==> src/rtl/apb_pkg.sv <==
// Shared APB types: master and completer state encodings plus bus alignment.
package apb_pkg;

  localparam int APB_ALIGN_BITS = 2;

  typedef enum logic [1:0] {
    M_IDLE   = 2'd0,
    M_SETUP  = 2'd1,
    M_ACCESS = 2'd2
  } state_t;

  typedef enum logic [1:0] {
    S_IDLE  = 2'd0,
    S_WAIT  = 2'd1,
    S_READY = 2'd2
  } slave_state_t;

endpackage

==> src/rtl/apb_slave_regs_if.sv <==
// APB bus bundle between one master and one completer.
interface apb_slave_regs_if #(
  parameter int ADDR_WIDTH = 32,
  parameter int DATA_WIDTH = 32
);
  // Handshake: a transfer opens with pselx=1/penable=0 (SETUP) for one cycle,
  // then holds pselx=1/penable=1 (ACCESS) until the completer returns pready=1;
  // prdata and pslverr are meaningful only in that pready cycle.
  logic                  pselx;
  logic                  penable;
  logic                  pwrite;
  logic [ADDR_WIDTH-1:0] paddr;
  logic [DATA_WIDTH-1:0] pwdata;
  logic [DATA_WIDTH-1:0] prdata;
  logic                  pready;
  logic                  pslverr;

  modport master (
    output pselx, penable, pwrite, paddr, pwdata,
    input  prdata, pready, pslverr
  );

  modport slave (
    input  pselx, penable, pwrite, paddr, pwdata,
    output prdata, pready, pslverr
  );
endinterface

==> src/rtl/apb_regfile.sv <==
// Register bank: entry 0 is a constant ID, entries 1..NUM_REGS-1 are storage.
module apb_regfile #(
  parameter int                    DATA_WIDTH = 32,
  parameter int                    NUM_REGS   = 16,
  parameter logic [DATA_WIDTH-1:0] ID_VALUE   = 32'hA0B0_0001,
  localparam int                   IW         = $clog2(NUM_REGS)
) (
  input  logic                  clk,
  input  logic                  rst,
  input  logic                  we,
  input  logic [IW-1:0]         widx,
  input  logic [DATA_WIDTH-1:0] wdata,
  input  logic [IW-1:0]         ridx,
  output logic [DATA_WIDTH-1:0] rdata
);

  logic [DATA_WIDTH-1:0] mem [1:NUM_REGS-1];

  always_ff @(posedge clk or posedge rst) begin
    if (rst) begin
      for (int i = 1; i < NUM_REGS; i++) mem[i] <= '0;
    end else if (we && widx != '0) begin
      mem[widx] <= wdata;
    end
  end

  // Indices past NUM_REGS only occur for non-power-of-two banks; read them as 0.
  always_comb begin
    rdata = '0;
    if (ridx == '0)                           rdata = ID_VALUE;
    else if ({1'b0, ridx} < NUM_REGS[IW:0])   rdata = mem[ridx];
  end

endmodule

==> src/rtl/apb_slave_regs.sv <==
// APB completer: SETUP/ACCESS decode, fixed wait states, error decode, regfile.
module apb_slave_regs
  import apb_pkg::*;
#(
  parameter int                    ADDR_WIDTH  = 32,
  parameter int                    DATA_WIDTH  = 32,
  parameter int                    NUM_REGS    = 16,
  parameter int                    WAIT_STATES = 0,
  parameter logic [DATA_WIDTH-1:0] ID_VALUE    = 32'hA0B0_0001
) (
  input  logic                  pclk,
  input  logic                  preset,
  apb_slave_regs_if.slave       bus,
  output slave_state_t          state_dbg
);

  localparam int IW = $clog2(NUM_REGS);
  localparam int CW = 4;

  slave_state_t          state;
  logic [CW-1:0]         cnt;
  logic [IW-1:0]         idx_q;
  logic [DATA_WIDTH-1:0] wdata_q;
  logic                  wr_q;
  logic                  err_q;
  logic                  pready_q;
  logic                  pslverr_q;
  logic [DATA_WIDTH-1:0] prdata_q;

  logic                  setup;
  logic                  sel_wr;
  logic                  sel_err;
  logic [IW-1:0]         sel_idx;
  logic                  we;
  logic [DATA_WIDTH-1:0] rdata;

  function automatic logic calc_err(logic [ADDR_WIDTH-1:0] a, logic wr);
    logic [IW-1:0] idx;
    logic          upper;
    idx   = a[APB_ALIGN_BITS +: IW];
    upper = |(a >> (APB_ALIGN_BITS + IW));
    return (a[APB_ALIGN_BITS-1:0] != '0) || upper ||
           ({1'b0, idx} >= NUM_REGS[IW:0]) || (wr && idx == '0);
  endfunction

  // With zero wait states the response is built straight from the SETUP inputs.
  always_comb begin
    setup   = bus.pselx && !bus.penable;
    sel_wr  = (state == S_IDLE) ? bus.pwrite : wr_q;
    sel_idx = (state == S_IDLE) ? bus.paddr[APB_ALIGN_BITS +: IW] : idx_q;
    sel_err = (state == S_IDLE) ? calc_err(bus.paddr, bus.pwrite) : err_q;
    we      = (state == S_READY) && bus.pselx && bus.penable && wr_q && !err_q;
  end

  always_ff @(posedge pclk or posedge preset) begin
    if (preset) begin
      state     <= S_IDLE;
      cnt       <= '0;
      idx_q     <= '0;
      wdata_q   <= '0;
      wr_q      <= 1'b0;
      err_q     <= 1'b0;
      pready_q  <= 1'b0;
      pslverr_q <= 1'b0;
      prdata_q  <= '0;
    end else begin
      pready_q  <= 1'b0;
      pslverr_q <= 1'b0;
      prdata_q  <= '0;
      case (state)
        S_IDLE: begin
          if (setup) begin
            idx_q   <= sel_idx;
            wdata_q <= bus.pwdata;
            wr_q    <= bus.pwrite;
            err_q   <= sel_err;
            cnt     <= CW'(WAIT_STATES);
            if (WAIT_STATES == 0) begin
              state     <= S_READY;
              pready_q  <= 1'b1;
              pslverr_q <= sel_err;
              prdata_q  <= (!sel_wr && !sel_err) ? rdata : '0;
            end else begin
              state <= S_WAIT;
            end
          end
        end
        S_WAIT: begin
          if (!bus.pselx) begin
            state <= S_IDLE;
          end else begin
            cnt <= cnt - 1'b1;
            if (cnt == CW'(1)) begin
              state     <= S_READY;
              pready_q  <= 1'b1;
              pslverr_q <= sel_err;
              prdata_q  <= (!sel_wr && !sel_err) ? rdata : '0;
            end
          end
        end
        default: state <= S_IDLE;
      endcase
    end
  end

  apb_regfile #(
    .DATA_WIDTH (DATA_WIDTH),
    .NUM_REGS   (NUM_REGS),
    .ID_VALUE   (ID_VALUE)
  ) u_regfile (
    .clk   (pclk),
    .rst   (preset),
    .we    (we),
    .widx  (idx_q),
    .wdata (wdata_q),
    .ridx  (sel_idx),
    .rdata (rdata)
  );

  assign bus.pready  = pready_q;
  assign bus.pslverr = pslverr_q;
  assign bus.prdata  = prdata_q;
  assign state_dbg   = state;

endmodule

==> src/flat_wrapper.sv <==
// flat-port wrapper written by rule: the top's interface ports become plain ports
module apb_slave_regs_flat import apb_pkg::*;
#(
  parameter int                    ADDR_WIDTH  = 32,
  parameter int                    DATA_WIDTH  = 32,
  parameter int                    NUM_REGS    = 16,
  parameter int                    WAIT_STATES = 0,
  parameter logic [DATA_WIDTH-1:0] ID_VALUE    = 32'hA0B0_0001
)
  (pclk, preset, state_dbg, bus_pselx, bus_penable, bus_pwrite, bus_paddr, bus_pwdata, bus_prdata, bus_pready, bus_pslverr);
  apb_slave_regs_if #(.ADDR_WIDTH(ADDR_WIDTH), .DATA_WIDTH(DATA_WIDTH)) bus_i ();
  input  logic pclk;
  input  logic preset;
  output slave_state_t state_dbg;
  input wire logic [$bits(bus_i.pselx)-1:0] bus_pselx;
  input wire logic [$bits(bus_i.penable)-1:0] bus_penable;
  input wire logic [$bits(bus_i.pwrite)-1:0] bus_pwrite;
  input wire logic [$bits(bus_i.paddr)-1:0] bus_paddr;
  input wire logic [$bits(bus_i.pwdata)-1:0] bus_pwdata;
  output wire logic [$bits(bus_i.prdata)-1:0] bus_prdata;
  output wire logic [$bits(bus_i.pready)-1:0] bus_pready;
  output wire logic [$bits(bus_i.pslverr)-1:0] bus_pslverr;
  assign bus_i.pselx = bus_pselx;
  assign bus_i.penable = bus_penable;
  assign bus_i.pwrite = bus_pwrite;
  assign bus_i.paddr = bus_paddr;
  assign bus_i.pwdata = bus_pwdata;
  assign bus_prdata = bus_i.prdata;
  assign bus_pready = bus_i.pready;
  assign bus_pslverr = bus_i.pslverr;
  apb_slave_regs #(.ADDR_WIDTH(ADDR_WIDTH), .DATA_WIDTH(DATA_WIDTH), .NUM_REGS(NUM_REGS), .WAIT_STATES(WAIT_STATES), .ID_VALUE(ID_VALUE)) u_core (.pclk(pclk), .preset(preset), .bus(bus_i), .state_dbg(state_dbg));
endmodule
==> config.mk <==
export PLATFORM = sky130hd
export DESIGN_NAME = apb_slave_regs_flat
export DESIGN_NICKNAME = d
export VERILOG_FILES = /design/src/rtl/apb_pkg.sv /design/src/rtl/apb_slave_regs_if.sv /design/src/rtl/apb_regfile.sv /design/src/rtl/apb_slave_regs.sv /design/src/flat_wrapper.sv
export SDC_FILE = /design/constraint.sdc
export NUM_CORES = 1
export LEC_CHECK = 0
export ABC_CLOCK_PERIOD_IN_PS = 24300
export BUFFER_PORTS_ARGS = -buffer_cell sky130_fd_sc_hd__buf_2
export CORE_MARGIN = 3
export CORE_UTILIZATION = 51
export DETAILED_ROUTE_END_ITERATION = 16
export GPL_ROUTABILITY_DRIVEN = 0
export MAX_ROUTING_LAYER = met4
export PLACE_DENSITY = 0.78
export SLEW_MARGIN = 40
export SYNTH_ARGS = -nofsm -noshare
export SYNTH_HDL_FRONTEND = slang
export SYNTH_SLANG_ARGS = --single-unit
==> constraint.sdc <==
create_clock -name pclk -period 24.3 [get_ports pclk]
set_input_delay 4.86 -clock pclk [delete_from_list [all_inputs] [get_ports pclk]]
set_output_delay 4.86 -clock pclk [all_outputs]
set_load 0.02 [all_outputs]
# Word level (Yosys, flattened, before mapping)
# Index checks and enable logic that the tools add are counted.
[totals]
reg_bits = 558
latch_bits = 0
ram_bits = 0
rom_bits = 0
inputBits = 69
output_inout_bits = 36
mem_count = 0
[classes]
add_sub_neg = 1
multipliers = 0
div = 0
n_lt_le_gt_ge = 3
eq_ne = 6
shifts = 0
n_mux = 30
n_bitwise = 2
n_reduce_logical = 25
[op_table]
columns = ["operator", "n"]
rows = [
  ["480-bit bitwise mux", 1],
  ["32-bit two-way mux", 8],
  ["32-bit binary-select mux with 4-bit select", 1],
  ["32-bit demux with 4-bit select", 1],
  ["32-bit one-hot mux with 2 select lines", 1],
  ["26-bit OR reduction", 1],
  ["4-bit two-way mux", 3],
  ["5-bit >= comparator, second input constant", 2],
  ["4-bit NOT with 5-bit output", 2],
  ["1-bit logical AND", 9],
  ["4-bit logical NOT", 2],
  ["1-bit two-way mux", 8],
  ["4-bit one-hot mux with 2 select lines", 1],
  ["2-bit two-way mux", 3],
  ["5-bit by 1-bit less-than comparator with 1-bit output, second input constant", 1],
  ["4-bit by 1-bit == test with 1-bit output, second input constant", 1],
  ["1-bit logical NOT", 4],
  ["1-bit one-hot mux with 2 select lines", 2],
  ["2-bit one-hot mux with 2 select lines", 1],
  ["2-bit AND reduction", 2],
  ["2-bit nonzero test", 2],
  ["4-bit nonzero test", 1],
  ["4-bit by 1-bit subtractor with 4-bit output, second input constant", 1],
  ["3-bit by 2-bit != test with 1-bit output, second input constant", 1],
  ["7 further kinds", 8],
]

# Depth between registers and ports, before layout
[depth]
ltp_word = 11
depth_mapped = 9
mapped_depth_nobuf = 6

# Cells and area by module
# Synthesis repeated with hierarchy kept, for this count alone.
[hier_totals]
hier_cells = 1689
area_unflattened_um2 = 25376.8
[modules_own_cells]
columns = ["module", "instances", "cells_each", "area_each_um2", "seq_area_each_um2"]
rows = [
  ["apb_regfile", 1, 1466, 22128.7, 12011.5],
  ["apb_slave_regs", 1, 223, 3248.1, 1826.8],
]

# Least setup slack after synthesis
# OpenSTA, ideal clock, no wires.
[synth_path]
path_type = "in2reg"
start = "input bus_penable"
end = "register u_core.prdata_q[10] (netlist: u_core.bus.prdata[10])"
t_arrival_ps = 6361
required_ps = 24205
path_slack_ps = 17844
path_stages = 8
n_path_buf = 3
path_cell_list = "or3b_1 buf_6 clkinv_4 nand3b_2 a2111o_1 buf_6 buf_6 o32ai_2"
[synth_via]
elab_chain_len = 4
[synth_lines]
columns = ["item", "line", "text"]
rows = [
  ["start, declared", "flat_wrapper.sv:16", "input wire logic [$bits(bus_i.penable)-1:0] bus_penable;"],
  ["1-bit logical NOT", "apb_slave_regs.sv:48", "setup = bus.pselx && !bus.penable;"],
  ["1-bit logical AND", "apb_slave_regs.sv:48", ""],
  ["32-bit two-way mux", "apb_slave_regs.sv:72", "if (setup) begin"],
  ["32-bit one-hot mux with 2 select lines", "apb_slave_regs.sv:70", "case (state)"],
  ["end signal, assigned", "apb_slave_regs.sv:82", "prdata_q <= (!sel_wr && !sel_err) ? rdata : '0;"],
  ["end signal, assigned", "apb_slave_regs.sv:97", "prdata_q <= (!sel_wr && !sel_err) ? rdata : '0;"],
  ["end, declared", "apb_slave_regs.sv:28", "logic [DATA_WIDTH-1:0] prdata_q;"],
]
# Every way passes these cells.
# A chain may end at the register's enable or synchronous reset.

# Final worst setup path
[layout_path]
start = "input bus_penable"
end = "register u_core.prdata_q[17] (netlist: u_core.bus.prdata[17])"
# The elaborated chain is that of the path after synthesis.

==> summary.md <==
| Metric | Value |
|---|---|
| # diodes | `0` |
| RR Endpoint | `u_core.bus.prdata[17]` |
| Worst-path clk slew | `0.06 ns` |
| PnR worst setup slack | `17.30 ns` |
| Post-Synthesis Cells | `2013` |
| Pwr Total | `2.02 mW` |
| Io pins | `105` |
| Synth top area cells | `dfrtp_1 57%, mux2_2 22%, nand2_1 6.5%` |
| HP Class | `register to register` |
| Largest family of logic cells by synthesized area | `multiplexers` |
| # nets final | `2118` |
| Area of the multi-input gates | `10100 um2` |
| Count of final hold-check violations | `0` |
| Post-synth ARST share | `100%` |
| Synth Warn # | `0` |
| Setup crit end kind | `register` |
| DP HPWL | `34500 um` |
| Global route total overflow | `0` |
| Tmin final | `7.00 ns` |
| Synth Area in Compound Gates | `3.71%` |
| Fill count | `3547` |
| Relative slew slack | `44.9%` |
| Setup crit start kind | `primary input` |
| Synthesized cell area | `24500 um2` |
| Max Freq | `143 MHz` |
| Period Utilization, post-route | `28.8%` |
| Max VDD drop | `0.0566 mV` |
| Measured slew at the worst slew-check pin | `0.826 ns` |
| Hold Path End | `u_core.u_regfile.mem[466]` |
| Setup repair bufs after CTS | `0` |
| CTS tree | `built` |
| Vias in the first global route | `17200` |
| RSZ-0062 raised after global routing | `false` |
| Area leader, netlist | `dfrtp_1` |
| Post-synthesis mux area share | `25.4%` |
| First-pass GRT wire length | `97300 um` |
| Row count | `79` |
| Vias per cell | `6.04` |
| Maxcap violations | `0` |
| Sequential fraction of the synthesis area | `56.5%` |
| 1st-iter DRT viols | `1666` |
| Initial antenna violation count | `0` |
| Post-synthesis simple-gate area fraction | `11.3%` |
| Pins Over Slew Limit | `0` |
| WL final | `61700 um` |
| First-pass iteration count of the detailed router | `5` |
| Register-to-register setup slack | `20.78 ns` |
| Adder-Cell Fraction of Synth Area | `0%` |
| CTS Buffer Depth | `3` |
| Core area | `47000 um2` |
| # setup viols final | `0` |
| Leakage Power | `13.3 nW` |
| Die Ht | `225 um` |
| Most used DFF post-synth | `dfrtp_1` |
| Pwr Density | `73.3 nW/um2` |
| XOR/XNOR Fraction of Synth Area | `0%` |
| Synth cell types | `34` |
| Worst hold path depth | `1` |
| Post-CTS sizing | `0` |
| Clock Tree Root | `clkbuf_16` |
| Pre-CTS setup slack | `16.65 ns` |
| Crit path arrival time | `7.50 ns` |
| Routed Antenna Nets | `0` |
| Largest net degree at the start of global routing | `161` |
| Outcome | `finished clean` |
| HP Start | `u_core.u_regfile.mem[466]` |
| Hold buffer count at cts | `0` |
| Top post-synthesis cells by count | `553 x dfrtp_1, 478 x mux2_2, 423 x nand2_1` |
| Gr usage total | `25.4%` |
| DRC | `0` |
| Skew final | `0.0129 ns` |
| Routed WL per cell | `22.9 um` |
| Num CTS Buffers | `55` |
| Via count | `16300` |
| Die X | `225 um` |
| IO buf count | `103` |
| WS Path Type | `primary input to register` |
| Clock Latency Late Sink | `0.60 ns` |
| Net count after synthesis | `2082` |
| Register area | `13800 um2` |
| Clk sinks | `553` |
| Reg2reg start | `u_core.state_dbg[1]` |
| Post-synth top area share | `56.5%` |
| Most numerous cell in the Yosys netlist | `dfrtp_1` |
| Number of synthesized flops with an enable pin | `0` |
| Req. time, crit path | `24.80 ns` |
| Share of post-route cells with drive strength above 1 | `37.6%` |
| Initial Util | `52.1%` |
| Htree depth | `2` |
| Worst-path fanout max | `46` |
| Layout area overhead | `12.7%` |
| Reg2Reg Depth | `6` |
| Syn Area/Cell | `12.2 um2` |
| Sum of negative setup slack | `0 ns` |
| Post-synthesis register bit count | `553` |
| Die Area | `50700 um2` |
| Finished Core Util | `58.7%` |
==> final cells by class <==
cell class,instances,share of cell area (%)
Timing Repair Buffer,144,3.68
Clock buffer,86,6.11
Clock inverter,15,0.631
Sequential cell,553,50.2
Tap cell,607,2.75
Inverter,3,0.104
Multi-Input combinational cell,1292,36.5
==> per-stage QoR <==
| step | cells | hold slack [ns] | cell area [um2] |
|---|---|---|---|
| final | 2700 | 0.498 | 27600 |
| after global routing | 2700 | 0.511 | 27600 |
| after CTS | 2698 | 0.500 | 27500 |
| after detailed placement | 2597 | 0.481 | 25700 |
| after global placement | 2588 | 0.466 | 25400 |
| after floorplan | 2013 | 0.446 | 24500 |
==> power by group <==
part	internal (mW)	total, mW	switching (mW)
Sequential	0.947	0.994	0.0471
Combinational	0.0551	0.162	0.107
Clock	0.507	0.866	0.359
==> worst max-delay path by stage <==
stage,to,slack (ns),from
floorplan,u_core.bus.prdata[0],3.98,preset
global placement,u_core.bus.prdata[25],16.45,bus_paddr[4]
detailed placement,u_core.bus.prdata[17],16.65,bus_penable
CTS,u_core.bus.prdata[17],17.28,bus_penable
global route,u_core.bus.prdata[30],17.15,bus_penable
finish,u_core.bus.prdata[17],17.30,bus_penable
==> flip-flops by register name, indices dropped and copies added, names as in the netlist <==
register,flops
u_core.idx_q,4
u_core.bus.pslverr,1
u_core.wr_q,1
u_core.state_dbg,1
u_core.err_q,1
u_core.u_regfile.mem,480
u_core.wdata_q,32
u_core.bus.prdata,32
u_core.bus.pready,1
==> kinds of logic (layout without fill, tap and decap cells) <==
family,count (synthesis),in the layout
other,1,1
AO/OA/AOI/OAI,112,112
buffers and inverters,168,248
flip-flops,553,553
multiplexers,526,526
AND/OR/NAND/NOR,653,653
==> layer usage <==
layer,wire (um),vias to the layer above,global-route usage (%)
met2,30800,598,42.1
met3,4000,162,4.13
li1,-,7085,-
met5,0,-,-
met1,24600,8457,31.7
met4,2290,0,9.47
==> layout by cell type, fill, tap and decap left out, types with 4 or more instances in the layout <==
cell	instances
o22ai_1	5
o32ai_1	6
nor4_1	7
nand3_1	127
nor2_1	29
clkbuf_1	13
mux2i_1	12
mux2_2	477
clkinv_2	8
mux2_1	5
a211oi_1	26
dfrtp_1	553
a21oi_1	27
nand3b_1	4
nand4_1	35
o31ai_1	5
clkbuf_16	56
buf_8	4
nor2_4	13
buf_16	6
buf_2	103
clkbuf_8	18
mux4_2	28
o21ai_0	15
nand2_1	422
a31oi_1	6
o32ai_2	20
buf_4	25
==> worst max-delay path, cell delays in order <==
cell and delay (ns):
buf_2 0.11, or3b_2 0.44, buf_4 0.36, clkinv_4 0.39, nand3b_2 0.14, a2111o_2 0.64
buf_12 0.26, o32ai_2 0.28
Power figures use the tool's default switching activity.
